==> config.mk <==
export PLATFORM = sky130hd
export DESIGN_NAME = id_issue_ctrl
export DESIGN_NICKNAME = d
export VERILOG_FILES = /design/src/rtl/id_issue_ctrl.sv
export SDC_FILE = /design/constraint.sdc
export NUM_CORES = 1
export LEC_CHECK = 0
export ABC_AREA = 1
export CELL_PAD_IN_SITES_DETAIL_PLACEMENT = 0
export CELL_PAD_IN_SITES_GLOBAL_PLACEMENT = 2
export CORE_MARGIN = 2
export CORE_UTILIZATION = 30
export DETAILED_ROUTE_END_ITERATION = 10
export MAX_ROUTING_LAYER = met4
export PLACE_DENSITY = 0.81
export SLEW_MARGIN = 20
export SYNTH_ARGS = -nofsm -noshare
export SYNTH_HDL_FRONTEND = slang
export SYNTH_SLANG_ARGS = --single-unit
==> constraint.sdc <==
create_clock -name clk -period 2.1 [get_ports clk]
set_input_delay 0.21 -clock clk [delete_from_list [all_inputs] [get_ports clk]]
set_output_delay 0.21 -clock clk [all_outputs]
set_load 0.1 [all_outputs]
==> src/rtl/id_issue_ctrl.sv <==
// Decode/issue control: register file with write-through bypass, load-use
// hazard detection, and a two-state FSM that holds issue for multi-cycle MUL.
module id_issue_ctrl (
    input  logic        clk,
    input  logic        rst,
    input  logic [15:0] instr_i,
    input  logic        instr_valid_i,
    input  logic [3:0]  ex_opcode_i,
    input  logic [2:0]  ex_rd_i,
    input  logic        wb_we_i,
    input  logic [2:0]  wb_rd_i,
    input  logic [7:0]  wb_data_i,
    output logic [3:0]  opcode_o,
    output logic [7:0]  a_o,
    output logic [7:0]  b_o,
    output logic [2:0]  rs_o,
    output logic [2:0]  rt_o,
    output logic [2:0]  rd_o,
    output logic        stall_o,
    output logic        flush_o,
    output logic [15:0] stall_cnt_o
);

    localparam logic [0:0] IDLE     = 1'b0;
    localparam logic [0:0] MUL_BUSY = 1'b1;
    localparam logic [3:0] OP_LOAD  = 4'hA;
    localparam logic [3:0] OP_MUL   = 4'hC;

    logic [0:0]  state_q, state_d;
    logic [1:0]  mul_cnt_q, mul_cnt_d;
    logic [15:0] stall_cnt_q, stall_cnt_d;
    logic [7:0]  rf_q [8];

    logic [3:0]  op;
    logic [2:0]  rs, rt, rd;
    logic        wb_hit;
    logic        rt_used;
    logic        load_use;
    logic        busy;
    logic        stall;

    // A bubble decodes as all-zero fields, so operands fall back to r0.
    assign op = instr_valid_i ? instr_i[15:12] : 4'h0;
    assign rd = instr_valid_i ? instr_i[11:9]  : 3'd0;
    assign rs = instr_valid_i ? instr_i[8:6]   : 3'd0;
    assign rt = instr_valid_i ? instr_i[5:3]   : 3'd0;

    assign wb_hit = wb_we_i && (wb_rd_i != 3'd0);

    always_comb begin
        a_o = 8'h00;
        b_o = 8'h00;
        if (rs != 3'd0) begin
            a_o = (wb_hit && wb_rd_i == rs) ? wb_data_i : rf_q[rs];
        end
        if (rt != 3'd0) begin
            b_o = (wb_hit && wb_rd_i == rt) ? wb_data_i : rf_q[rt];
        end
    end

    // LOAD only reads rs; every other opcode is treated as reading both sources.
    assign rt_used  = (op != OP_LOAD);
    assign load_use = (ex_opcode_i == OP_LOAD) && (ex_rd_i != 3'd0) && instr_valid_i &&
                      ((ex_rd_i == rs) || (rt_used && (ex_rd_i == rt)));
    assign busy     = (state_q == MUL_BUSY);
    assign stall    = busy || load_use;

    always_comb begin
        state_d   = state_q;
        mul_cnt_d = mul_cnt_q;
        case (state_q)
            IDLE: begin
                if (instr_valid_i && (op == OP_MUL) && !load_use) begin
                    state_d   = MUL_BUSY;
                    mul_cnt_d = 2'd2;
                end
            end
            MUL_BUSY: begin
                mul_cnt_d = mul_cnt_q - 2'd1;
                if (mul_cnt_q == 2'd1) begin
                    state_d = IDLE;
                end
            end
            default: begin
                state_d   = IDLE;
                mul_cnt_d = 2'd0;
            end
        endcase
    end

    always_comb begin
        stall_cnt_d = stall_cnt_q;
        if (stall && (stall_cnt_q != 16'hFFFF)) begin
            stall_cnt_d = stall_cnt_q + 16'd1;
        end
    end

    always_ff @(posedge clk) begin
        if (rst) begin
            state_q     <= IDLE;
            mul_cnt_q   <= 2'd0;
            stall_cnt_q <= 16'h0000;
        end else begin
            state_q     <= state_d;
            mul_cnt_q   <= mul_cnt_d;
            stall_cnt_q <= stall_cnt_d;
        end
    end

    // Reset wins over a same-edge writeback.
    always_ff @(posedge clk) begin
        if (rst) begin
            for (int i = 0; i < 8; i++) begin
                rf_q[i] <= 8'h00;
            end
        end else if (wb_hit) begin
            rf_q[wb_rd_i] <= wb_data_i;
        end
    end

    assign opcode_o    = op;
    assign rs_o        = rs;
    assign rt_o        = rt;
    assign rd_o        = rd;
    assign stall_o     = stall;
    assign flush_o     = stall;
    assign stall_cnt_o = stall_cnt_q;

endmodule

# Word-level counts from Yosys, hierarchy flattened
# Memory sizes are Yosys's and may differ from the RTL's.
# Cells that the tools add are included.
[word_totals]
ff_bits = 19
latchBits = 0
ramBits = 64
rom_bits = 0
memories = 1
[memory_table]
columns = ["name", "words", "word_bits", "read_ports", "rd_clocked_by_memory_dff", "wr", "line", "rtl"]
rows = [
  ["rf_q", 8, 8, 2, 0, 8, "32", "logic [7:0] rf_q [8];"],
]
[classes]
addsub = 2
n_mul = 0
n_div = 0
order_cmp = 0
eq_ne = 10
shifts = 0
n_mux = 21
bitwise_logic = 1
reduce_logical = 18
[op_table]
columns = ["operator", "n"]
rows = [
  ["$mux 8", 5],
  ["$add 16x1->16 const B", 1],
  ["$ne 16x16->1 const B", 1],
  ["$eq 3x3->1", 4],
  ["$mux 3", 4],
  ["$reduce_bool 3->1", 4],
  ["$logic_and 1x1->1", 10],
  ["$eq 4x4->1 const B", 2],
  ["$mux 1", 8],
  ["$reduce_or 8->1", 1],
  ["$mux 4", 1],
  ["$ne 4x4->1 const B", 1],
  ["$pmux 2 s2", 1],
  ["$eq 2x1->1 const B", 1],
  ["$logic_or 1x1->1", 2],
  ["$mux 2", 1],
  ["$ne 2x2->1 const B", 1],
  ["$pmux 1 s2", 1],
  ["$sub 2x1->2 const B", 1],
  ["$logic_not 1->1", 1],
  ["$not 1->1", 1],
]

# Depth between registers and ports, before layout
[depth]
ltp_word = 9
mapped_depth = 13
ltp_nobuf = 12

# Worst setup path after synthesis
# No wires, ideal clock.
[synth_path]
kind = "input -> output"
startpoint = "input instr_i[3]"
endpoint = "output b_o[6]"
t_arrival_ns = 3.325
path_slack_ns = -1.435
path_stages = 8
cell_sequence = "buf_4 nand2_1 inv_2 clkbuf_1 o21ai_0 o211ai_1 nand3_1 a21boi_1"
[synth_between]
elab_chain_len = 5
elab_cells_between_ends = 7
classes_between = "eq/ne (1); mux (3); reduce/logical (2); memory (1)"
[synth_rtl]
columns = ["element", "line", "rtl"]
rows = [
  ["start: declaration", "6", "input logic [15:0] instr_i,"],
  ["$mux 3 *", "46", "assign rt = instr_valid_i ? instr_i[5:3] : 3'd0;"],
  ["via rt_o[0]", "17", "output logic [2:0] rt_o,"],
  ["parallel branches: the longest is 3 deep, another holds $mem_v2 8x8", "-", ""],
  ["$mux 8 *", "56", "if (rt != 3'd0) begin"],
  ["end: declaration", "15", "output logic [7:0] b_o,"],
]
# Mark *: on every way through the listed nets, which the timed path passes.

# Worst setup path after layout
[layout_path]
startpoint = "input wb_we_i"
endpoint = "output a_o[3]"
[layout_between]
elab_chain_len = 4
[layout_rtl]
columns = ["element", "line", "rtl"]
rows = [
  ["start: declaration", "10", "input logic wb_we_i,"],
  ["$logic_and 1x1->1", "48", "assign wb_hit = wb_we_i && (wb_rd_i != 3'd0);"],
  ["$logic_and 1x1->1", "54", "a_o = (wb_hit && wb_rd_i == rs) ? wb_data_i : rf_q[rs];"],
  ["$mux 8", "54", ""],
  ["$mux 8", "53", "if (rs != 3'd0) begin"],
  ["end: declaration", "14", "output logic [7:0] a_o,"],
]
# No other way between the ends.

==> reports/qor.yml <==
total_power_mw: 5.03
antenna_left: 0
clkTransAtPathRegs_ps: 60
grt_pass1_wl_um: 27500
reg2regPathDepth: 8
async_flop_share: 0
grt_max_degree: 34
setup_viol: 0
wl_per_cell_um: 17.5
hp-class: "reg2reg"
final_nets: 840
routabilityCongestion: 0.891
regArea_um2: 2310
grt_pass1_vias: 5130
vias_per_cell: 5.00
power_density_nw_per_um2: 663
ys_seq_area_frac: 0.457
overflow: 0
critical_path_depth: 8
place_area_um2: 7120
ir_worst_vdd_mv: 0.281
path_buf_inv: 4
synth_top_area_frac: 0.381
drt_iter0_markers: 414
cp_slowest_cell: "clkdlybuf4s50_1"
fp.dieH_um: 134
cpMostUsedCell: "buf_4"
hold_depth: 1
port_buffers: 81
yosysWarnings: 0
ioPinCount: 85
synth_edf_count: 64
clk_latency_ps: 350
p_leak_nw: 3.26
cts.sinks: 83
finalWorstSetupSlack_ps: 51.7
totalWireLength_um: 17900
clock_path_buffers: 2
status: "completed"
ys_types: 33
design_area_um2: 7590
synth.avg_cell_area_um2: 7.63
cp-end-kind: "primary output"
cp_top_family: "buffers and inverters"
min_period_ps: 2050
fin_crit_sh: 0.975
dp_slack_ps: -469
rrSetupSlack_ps: 350
drc: 0
synth_top_area_cell: "edfxtp_1"
critPathMaxStageDelay_ps: 470
htreeDepth: 3
rows: 47
slew_violations: 0
antennaDiodeCount: 0
cts_buffers: 9
path_cells: "clkdlybuf4s50_1 -> o31ai_2 -> buf_4 -> nor2_4 -> nand2_4 -> buf_4 -> a31oi_4 -> buf_12"
final_cells: 1025
dieArea_um2: 17900
area_growth_pct: 50.5
cts_tree: "yes"
track_usage: 0.210
die_w_um: 134
multiInputGateArea_um2: 2640
holdBufCountCts: 0
drive_above_1_share: 0.247
syn_area_um2: 5040
synthTopCellsByArea: "edfxtp_1 38%, nand2_1 11%, nor2_1 8.1%"
crit_path_start_kind: "primary input"
cts_root_buf: "clkbuf_16"
crit_required_ps: 1890
synth.ff_latch_count: 83
hold_ws_ps: 457
max_freq_ghz: 0.488
crit_arrival_ps: 1840
first_pass_iters: 5
final.setup_skew_ps: 3.74
dp.cells: 1006
fill_cells: 1608
place.detailed.hpwl_um: 13600
cp_max_fo: 6
syn_inst: 661
antenna_found_initial: 0
maxCapViolCount: 0
fp.coreArea_um2: 16500
hold_viol: 0
initial_core_util: 0.305
via_count: 5123
synth_ff_type: "edfxtp_1"
path_class: "in2out"
[power by group]
part / switching [mW] / total [mW] / internal [mW]
clock network: 0.682 / 1.60 / 0.922
registers: 0.0423 / 1.90 / 1.85
logic: 0.965 / 1.53 / 0.566
total: 1.69 / 5.03 / 3.34
[sequential cells by signal, indices dropped and copies added (netlist names)]
signal and count:
busy 1, mul_cnt_q 2, rf_q 64, stall_cnt_o 16
[cell type report]
cell class | instances | share of cell area
Clock buffer | 10 | 0.0302
Clock inverter | 6 | 0.00857
Timing Repair Buffer | 150 | 0.239
Sequential cell | 83 | 0.304
Inverter | 66 | 0.0341
Multi-Input combinational cell | 490 | 0.348
Tap cell | 220 | 0.0363
[logic make-up after synthesis]
family	count (synthesis)	share of synthesized area
DFF	83	0.457
xor gates and xnor gates	4	0.00695
AOI/OAI and AO/OA	110	0.125
buffers and inverters	96	0.0916
other	1	0.000744
muxes	7	0.0139
adders and majority gates	2	0.00496
and+or+nand+nor	358	0.301
[what timing repair did]
item	4_1_cts	5_1_grt
cloned	0	1
setup endpoints to repair	18	18
pin swaps	5	10
gates resized for setup	43	21
buffers inserted	0	2
[path summary, 6_finish.rpt]
kind | from | to
max | wb_we_i | a_o[3]
max reg2reg | stall_cnt_o[0] | stall_cnt_o[8]
min | busy | busy
min reg2reg | busy | busy
[layout by cell type (no fill, tap or decap), types with 8 or more instances in the layout]
cell type	netlist	final
nand2_4	4	8
o21ai_1	4	11
clkdlybuf4s50_1	0	24
nor3_2	0	10
nor2_1	109	100
o21ai_0	27	19
edfxtp_1	64	64
conb_1	1	8
buf_12	0	48
nor2_4	0	9
buf_4	5	64
nand3_1	65	61
nor3_1	20	10
dfxtp_1	19	14
inv_1	58	58
nand2_1	149	148
a21oi_1	45	39
o211ai_1	23	23
clkbuf_16	0	9
[cells in the mapped netlist (5+ instances only)]
cell type / count
nand2_1: 149
nor2_1: 109
nand3_1: 65
edfxtp_1: 64
inv_1: 58
a21oi_1: 45
o21ai_0: 27
o211ai_1: 23
nor3_1: 20
dfxtp_1: 19
buf_2: 10
buf_6: 9
a31oi_1: 7
mux2i_1: 7
inv_2: 6
buf_4: 5
clkbuf_1: 5
nand2_2: 5
[metrics by stage]
stage	TNS, ps	utilization
finish	0	0.459
detailed placement	-9450	0.431
floorplan	-30.3	-
global route	-255	0.459
global placement	-8800	0.431
CTS	0	0.454
[layer usage]
layer  vias up  wire length (µm)  global-route usage
met2       211              8790               0.350
met3        56              1270              0.0449
met5         -                 0                   -
li1       2482                 -                   -
met4         0               675              0.0969
met1      2374              7180               0.244
No activity file was read; power rests on OpenSTA's default activity.
